$ cat config.mk
export PLATFORM = sky130hd
export DESIGN_NAME = z16_prog_loader
export DESIGN_NICKNAME = d
export VERILOG_FILES = /design/src/rtl/z16_pkg.sv /design/src/rtl/z16_prog_loader.sv
export SDC_FILE = /design/constraint.sdc
export NUM_CORES = 1
export LEC_CHECK = 0
export BUFFER_PORTS_ARGS = -buffer_cell sky130_fd_sc_hd__clkbuf_2
export CAP_MARGIN = 15
export CORE_ASPECT_RATIO = 0.75
export CORE_UTILIZATION = 30
export CTS_CLUSTER_SIZE = 24
export DETAILED_ROUTE_END_ITERATION = 12
export HOLD_SLACK_MARGIN = 0.15
export PLACE_DENSITY = 0.5
export SYNTH_ARGS = -nofsm -noshare
export SYNTH_HDL_FRONTEND = slang
export SYNTH_SLANG_ARGS = --single-unit
$ cat constraint.sdc
create_clock -name i_clk -period 2.96 [get_ports i_clk]
set_clock_uncertainty 0.05 [all_clocks]
set_input_delay 0 -clock i_clk [delete_from_list [all_inputs] [get_ports i_clk]]
set_output_delay 0 -clock i_clk [all_outputs]
set_load 0.1 [all_outputs]
$ cat src/rtl/z16_pkg.sv
// Shared types for the z16 program loader: FSM state encodings and byte/word widths.
// Z16_LOADER_CHECKSUM_EN adds the CHK state.
package z16_pkg;

  localparam int unsigned STATE_W = 3;
  localparam int unsigned BYTE_W  = 8;
  localparam int unsigned WORD_W  = 16;

  localparam logic [STATE_W-1:0] ST_LEN_LO  = 3'd0;
  localparam logic [STATE_W-1:0] ST_LEN_HI  = 3'd1;
  localparam logic [STATE_W-1:0] ST_DATA_LO = 3'd2;
  localparam logic [STATE_W-1:0] ST_DATA_HI = 3'd3;
`ifdef Z16_LOADER_CHECKSUM_EN
  localparam logic [STATE_W-1:0] ST_CHK     = 3'd4;
`endif
  localparam logic [STATE_W-1:0] ST_DONE    = 3'd5;
  localparam logic [STATE_W-1:0] ST_ERROR   = 3'd6;

  typedef enum logic [STATE_W-1:0] {
    LEN_LO  = ST_LEN_LO,
    LEN_HI  = ST_LEN_HI,
    DATA_LO = ST_DATA_LO,
    DATA_HI = ST_DATA_HI,
`ifdef Z16_LOADER_CHECKSUM_EN
    CHK     = ST_CHK,
`endif
    DONE    = ST_DONE,
    ERROR   = ST_ERROR
  } state_e;

endpackage

$ cat src/rtl/z16_prog_loader.sv
// Byte-stream program loader: length-prefixed little-endian words into instruction memory.
// Optional trailing 8-bit checksum when Z16_LOADER_CHECKSUM_EN is defined.
module z16_prog_loader
  import z16_pkg::*;
#(
  parameter int unsigned MAX_WORDS = 256,
  parameter logic [15:0] BASE_ADDR = 16'h0000
) (
  input  logic        i_clk,
  input  logic        i_rst,
  input  logic        i_reload,
  input  logic        i_rx_valid,
  input  logic [7:0]  i_rx_data,
  output logic        o_rx_ready,
  output logic        o_imem_wen,
  output logic [15:0] o_imem_addr,
  output logic [15:0] o_imem_wdata,
  output logic        o_cpu_rst,
  output logic        o_done,
  output logic        o_error
);

`ifdef Z16_LOADER_CHECKSUM_EN
  localparam state_e END_ST = CHK;
`else
  localparam state_e END_ST = DONE;
`endif

  state_e              state_q,    state_d;
  logic [BYTE_W-1:0]   len_lo_q,   len_lo_d;
  logic [WORD_W-1:0]   len_q,      len_d;
  logic [BYTE_W-1:0]   data_lo_q,  data_lo_d;
  logic [WORD_W-1:0]   cnt_q,      cnt_d;
  logic                wen_q,      wen_d;
  logic [WORD_W-1:0]   addr_q,     addr_d;
  logic [WORD_W-1:0]   wdata_q,    wdata_d;
  logic                rx_ready_q, rx_ready_d;
  logic                cpu_rst_q,  cpu_rst_d;
  logic                done_q,     done_d;
  logic                error_q,    error_d;
`ifdef Z16_LOADER_CHECKSUM_EN
  logic [BYTE_W-1:0]   sum_q,      sum_d;
`endif

  logic                accept;
  logic [WORD_W-1:0]   n_w;

  // State and datapath registers.
  always_ff @(posedge i_clk) begin
    if (i_rst) begin
      state_q    <= LEN_LO;
      len_lo_q   <= '0;
      len_q      <= '0;
      data_lo_q  <= '0;
      cnt_q      <= '0;
      wen_q      <= 1'b0;
      addr_q     <= BASE_ADDR;
      wdata_q    <= '0;
      rx_ready_q <= 1'b1;
      cpu_rst_q  <= 1'b1;
      done_q     <= 1'b0;
      error_q    <= 1'b0;
`ifdef Z16_LOADER_CHECKSUM_EN
      sum_q      <= '0;
`endif
    end else begin
      state_q    <= state_d;
      len_lo_q   <= len_lo_d;
      len_q      <= len_d;
      data_lo_q  <= data_lo_d;
      cnt_q      <= cnt_d;
      wen_q      <= wen_d;
      addr_q     <= addr_d;
      wdata_q    <= wdata_d;
      rx_ready_q <= rx_ready_d;
      cpu_rst_q  <= cpu_rst_d;
      done_q     <= done_d;
      error_q    <= error_d;
`ifdef Z16_LOADER_CHECKSUM_EN
      sum_q      <= sum_d;
`endif
    end
  end

  // Next-state, byte-pair assembly and registered-output decode.
  always_comb begin
    state_d   = state_q;
    len_lo_d  = len_lo_q;
    len_d     = len_q;
    data_lo_d = data_lo_q;
    cnt_d     = cnt_q;
    wen_d     = 1'b0;
    addr_d    = addr_q;
    wdata_d   = wdata_q;
`ifdef Z16_LOADER_CHECKSUM_EN
    sum_d     = sum_q;
`endif
    accept    = i_rx_valid && rx_ready_q;
    n_w       = {i_rx_data, len_lo_q};

    if (i_reload) begin
      // Reload beats a simultaneous byte: nothing from this cycle is kept.
      state_d = LEN_LO;
      cnt_d   = '0;
`ifdef Z16_LOADER_CHECKSUM_EN
      sum_d   = '0;
`endif
    end else if (accept) begin
`ifdef Z16_LOADER_CHECKSUM_EN
      sum_d = 8'(sum_q + i_rx_data);
`endif
      case (state_q)
        LEN_LO: begin
          len_lo_d = i_rx_data;
          state_d  = LEN_HI;
        end
        LEN_HI: begin
          len_d = n_w;
          if (32'(n_w) > MAX_WORDS)  state_d = ERROR;
          else if (n_w == '0)         state_d = END_ST;
          else                        state_d = DATA_LO;
        end
        DATA_LO: begin
          data_lo_d = i_rx_data;
          state_d   = DATA_HI;
        end
        DATA_HI: begin
          wen_d   = 1'b1;
          wdata_d = {i_rx_data, data_lo_q};
          addr_d  = BASE_ADDR + {cnt_q[14:0], 1'b0};
          cnt_d   = cnt_q + 16'd1;
          state_d = (cnt_q == (len_q - 16'd1)) ? END_ST : DATA_LO;
        end
`ifdef Z16_LOADER_CHECKSUM_EN
        CHK: begin
          state_d = (8'(sum_q + i_rx_data) == 8'd0) ? DONE : ERROR;
        end
`endif
        default: ;
      endcase
    end

    rx_ready_d = (state_d != DONE) && (state_d != ERROR);
    done_d     = (state_d == DONE);
    error_d    = (state_d == ERROR);
    // Hold the CPU in reset through the cycle carrying the final write strobe.
    cpu_rst_d  = (state_d != DONE) || wen_d;
  end

  assign o_rx_ready   = rx_ready_q;
  assign o_imem_wen   = wen_q;
  assign o_imem_addr  = addr_q;
  assign o_imem_wdata = wdata_q;
  assign o_cpu_rst    = cpu_rst_q;
  assign o_done       = done_q;
  assign o_error      = error_q;

endmodule
* Yosys cells after proc, flatten, opt, wreduce, memory -nomap -nowiden *
Cells that the tools add are included.

storage, ports and cells
  bits in registers = 87
  output and inout bits = 37
  logic and storage cells = 44

cells by class
  add/subtract/negate cells = 2
  $lt $le $gt $ge = 1
  equality and inequality tests = 8
  multiplexer cells = 9
  bitwise gates (word level) = 1
  reduce and logical (&&, ||, !) cells = 11

operators with widths
  cell                                                                    number
  16-bit by 1-bit adder with 16-bit output (second input constant)        1
  16-bit == test                                                          1
  16-bit by 9-bit > comparator with 1-bit output (second input constant)  1
  16-bit logical NOT                                                      1
  16-bit by 1-bit subtractor with 16-bit output (second input constant)   1
  3-bit 2-to-1 mux                                                        5
  3-bit one-hot mux with 4 select lines                                   1
  3-bit AND reduction                                                     4
  3-bit by 2-bit == test with 1-bit output (second input constant)        2
  3-bit == test (second input constant)                                   2
  3-bit != test (second input constant)                                   2
  3-bit by 1-bit == test with 1-bit output (second input constant)        1
  3-bit logical NOT                                                       1
  1-bit 2-to-1 mux                                                        3
  1-bit logical AND                                                       2
  2-bit AND reduction                                                     1
  2-bit OR reduction                                                      1
  1-bit logical OR                                                        1
  1-bit NOT                                                               1

* Logic depth before layout (Yosys ltp) *
  depth after elaboration = 8
  depth in mapped cells = 12
  depth with buffers taken out = 10

* Least setup slack after synthesis *
Ideal clock, no wire load.

  kind = reg-to-reg
  start point = reg rx_ready_q, in the netlist o_rx_ready
  end point = reg cnt_q[13]
  library setup time = 128 ps
  arrival time = 2316 ps
  required time = 2782 ps
  slack = 466 ps
  stages on the path, launching flop included = 8
  period minus slack after synthesis = 2494 ps
  cell sequence = dfxtp_1 -> nand3b_1 -> nor2_1 -> nand4_1 -> nor3_1 -> nand3_1 -> xor2_1 -> nor2_1

between the ends
  cells in the longest elaborated chain, start to end = 2

RTL lines
  what                                  line                   text
  start: declaration                    z16_prog_loader.sv:37  logic rx_ready_q, rx_ready_d;
  start signal: assignment              z16_prog_loader.sv:75  rx_ready_q <= rx_ready_d;
  1-bit logical AND                     z16_prog_loader.sv:98  accept = i_rx_valid && rx_ready_q;
  2-bit AND reduction (no source line)  -
  end signal: assignment                z16_prog_loader.sv:71  cnt_q <= cnt_d;
  end: declaration                      z16_prog_loader.sv:33  logic [WORD_W-1:0] cnt_q, cnt_d;

Every way passes these cells.
A chain may end at the register's enable or synchronous reset.

* Worst setup path after layout *
  start point = reg len_q[0]
  end point = reg rx_ready_q, in the netlist o_rx_ready

between the ends
  cells in the longest elaborated chain, start to end = 8

RTL lines
  what                                               line                    text
  start: declaration                                 z16_prog_loader.sv:31   logic [WORD_W-1:0] len_q, len_d;
  start signal: assignment                           z16_prog_loader.sv:69   len_q <= len_d;
  16-bit by 1-bit subtractor with 16-bit output (*)  z16_prog_loader.sv:132  state_d = (cnt_q == (len_q - 16'd1)) ? END_ST : DATA_LO;
  16-bit == test (*)                                 z16_prog_loader.sv:132
  3-bit 2-to-1 mux (*)                               z16_prog_loader.sv:132
  3-bit one-hot mux with 4 select lines (*)          z16_prog_loader.sv:112  case (state_q)
  3-bit 2-to-1 mux (*)                               z16_prog_loader.sv:108  end else if (accept) begin
  3-bit 2-to-1 mux (*)                               z16_prog_loader.sv:101  if (i_reload) begin
  3-bit != test                                      z16_prog_loader.sv:143  rx_ready_d = (state_d != DONE) && (state_d != ERROR);
  1-bit logical AND (*)                              z16_prog_loader.sv:143

Every way passes the cells marked *; elsewhere a longest branch is shown, timed or not.

==> impl_metrics.yaml <==
run_status:
  outcome: "finished, final reports clean"
global_routing:
  antenna_found_initial: 0
  grt_use_met2_pct: 23.64
  grt_pass1_vias: 3208
  grt_use_met1_pct: 22.97
  grt_usage_pct: 15.99
  grt_max_degree: 66
  grt_pass1_wl_um: 16590
  globalRouteMet3Util_pct: 3.570
  grt.busiest_layer: "met2"
  grt.overflow.total: 0
setup_path:
  crit_path_start_kind: "flip-flop"
  crit_fanout: 15
  path_class: "reg2reg"
  cp.arrival_ns: 2.82
  cp_cell_sequence: "inv_1 > ha_2 > or4bb_1 > mux2i_1 > o311a_1 > o221ai_2 > nor4_1 > a21oi_2 > nor3_2 > o21ba_1"
  cp-end-kind: "flip-flop"
  crit_cells: 10
  required_ns: 3.15
  rr_worst_depth: 10
  crit_slowest_cell: "or4bb_1"
  cpLargestDelayFamily: "simple AND/OR/NAND/NOR gates"
  crit_buf_inv: 1
  cp_slowest_stage_delay_ns: 0.51
timing:
  finalHoldViolCount: 0
  max_freq_mhz: 379.7
  min_period_ns: 2.633
  tns_ns: 0
  slew-limit-headroom_pct: 54.13
  fin_crit_sh_pct: 88.97
  rsz0062_at_grt: "false"
  final_max_slew_viol_count: 0
  worst_pin_slew_ns: 0.6881
  final-setup-viol-count: 0
clock_tree:
  cts.sinks: 87
  cts_buffers: 9
  cts_tree: "built"
  htreeDepth: 3
  clk_path_buf_depth: 2
  cts_root_buf: "clkbuf_16"
  cts_setup_buffers: 0
  clk_pin_slew_ns: 0.07
  clk-insertion-delay-late_ns: 0.34
floorplanning:
  die_h_um: 100.5
  num_rows: 35
  dieArea_mm2: 0.01340
  pin_count: 49
  die_x_um: 133.3
  coreArea_mm2: 0.01244
  start_util_pct: 31.20
placed_design:
  globalplace.congestion: 0.8360
  hpwlAfterDp_um: 7086
  port_buffers: 47
yosys:
  ys.flop_type: "dfxtp_1"
  syn-cell-area_mm2: 0.003880
  ys_async_sr_fraction_pct: 0
  synth_edf_count: 0
  yosysWarningCount: 0
  synth_seq_cells: 87
  synth_nets: 507
  postSynthCellCount: 493
  ys_seq_area_share_pct: 44.89
  syn_avg_cell_area_um2: 7.870
  synthDistinctLibCells: 52
detailed_routing:
  drt_iter0_drc: 139
  postRouteAntennaNets: 0
  route.detailed.drc: 0
  wl_per_cell_um: 14.10
  routed_wl_um: 10040
  vias: 3470
  vias_per_cell: 4.874
  firstDrtPassIters: 5
finish:
  final_nets: 555
  fill_cells: 1324
  syn_to_final_growth_pct: 20.96
  drive_gt1_share_pct: 15.93
  finish.utilization_pct: 37.74
  diodes: 0
pwr:
  sequentialPowerShare_pct: 49.3
  pwr-share-clk_pct: 45.5
  p_int_uw: 1830
  switching_share_pct: 24.11
  power.leakage_uw: 0.001688
  switchingPower_uw: 581.2
  comb_power_share_pct: 5.2
  power.density_mw_per_mm2: 513.8
  peakVddDrop_uv: 260.9
worst_hold_path:
  hold_class: "in2reg"
  whs_path_depth: 3
run:
  max_cap_violations: 0
## state kept, by name, indices dropped and copies added (netlist names)
signal and count:
cnt_q 16, data_lo_q 8, len_lo_q 8, len_q 16
o_cpu_rst 1, o_done 1, o_error 1, o_imem_addr 15
o_imem_wdata 16, o_imem_wen 1, o_rx_ready 1, state_q 3
## stage by stage
step	std cells	hold WS, ns	instance area (um^2)	power, uW	setup slack, ns
after floorplan	493	0.08597	3880	1292	0.4664
final	712	0.1720	4693	2411	0.3266
after global routing	712	0.2098	4693	2521	0.1043
after CTS	711	0.1548	4663	2450	0.1831
after detailed placement	685	0.2741	4273	1332	0.1869
after global placement	685	0.2691	4273	1331	0.2769
## final timing paths
path,endpoint,slack (ns),start
max,o_rx_ready$_SDFF_PP1_,0.33,len_q[0]$_SDFFE_PP0P_
min,cnt_q[8]$_SDFFE_PP0P_,0.17,i_rst
max reg2reg,o_rx_ready$_SDFF_PP1_,0.33,len_q[0]$_SDFFE_PP0P_
min reg2reg,o_imem_addr[3]$_SDFFE_PP0P_,0.40,o_imem_addr[3]$_SDFFE_PP0P_
## cells by family after synthesis
logic type / after synthesis / synth area share (%)
mux: 10 / 2.580
fa+ha+maj: 2 / 0.6449
xor+xnor: 29 / 6.546
flops: 87 / 44.89
buf+inv: 39 / 3.966
simple gates: 232 / 27.12
other cells: 1 / 0.09665
compound gates: 93 / 14.16
## layout make-up
type | count | area, um^2 | share of cell area, %
inverters | 9 | 33.78 | 0.7198
flip-flops and latches | 87 | 1742 | 37.11
multi-input cells | 367 | 1989 | 42.39
clock inverters | 6 | 51.30 | 1.093
well taps | 166 | 207.7 | 4.425
clock buffers | 10 | 239.0 | 5.092
repair buffers | 67 | 430.4 | 9.171
## synth_stat cells (2+ instances only)
cell,number,area [um^2]
and3_1,4,25.02
o21ai_0,9,45.04
clkbuf_1,26,97.59
nor2b_1,2,12.51
nand3_1,15,75.07
and4_1,2,17.52
nand4_1,3,18.77
nand2_1,122,457.9
and2_1,2,12.51
a31o_2,2,17.52
xor2_1,15,131.4
xnor2_1,14,122.6
inv_1,9,33.78
nor2_1,38,142.6
or3_1,11,68.82
nor3_1,14,70.07
a31oi_1,3,18.77
nor4_1,7,43.79
a21oi_1,64,320.3
mux2i_1,10,100.1
ha_1,2,25.02
dfxtp_1,87,1742
buf_2,3,15.01
## routing by layer
| layer | vias up | wire length [um] |
|---|---|---|
| li1 | 1768 | - |
| met1 | 1618 | 5266 |
| met2 | 77 | 4240 |
| met3 | 7 | 452 |
| met4 | 0 | 82 |
| met5 | - | 0 |
## worst min-delay path, delay by kind of cell
family,cells,cell delay (ns)
and+or+nand+nor,1,0.35
buffers and inverters,1,0.08
AOI/OAI and AO/OA,1,0.07
## layout by cell type (no fill, tap or decap), types with 10 or more instances in the layout
cell           Yosys  routed
xor2_1            15      15
or3_1             11      11
nand2_1          122     122
dfxtp_1           87      87
dlygate4sd3_1      0      10
mux2i_1           10      10
clkbuf_2           0      47
xnor2_1           14      14
nor2_1            38      37
a21oi_1           64      64
nor3_1            14      14
nand3_1           15      15
## power by group through the flow
stage | logic [uW] | clock network, uW | registers [uW]
6_report | 126 | 1100 | 1190
5_1_grt | 138 | 1190 | 1190
4_1_cts | 126 | 1130 | 1190
3_5_place_dp | 116 | 0 | 1220
3_3_place_gp | 115 | 0 | 1220
2_1_floorplan | 78.7 | 0 | 1210
## repair_timing
item                                    CTS  global route
endpoints found under the setup margin    0             1
resized for setup                         0             1
hold buffers                             10             0
hold endpoints to repair                 37             0
No activity file was read; power rests on OpenSTA's default activity.
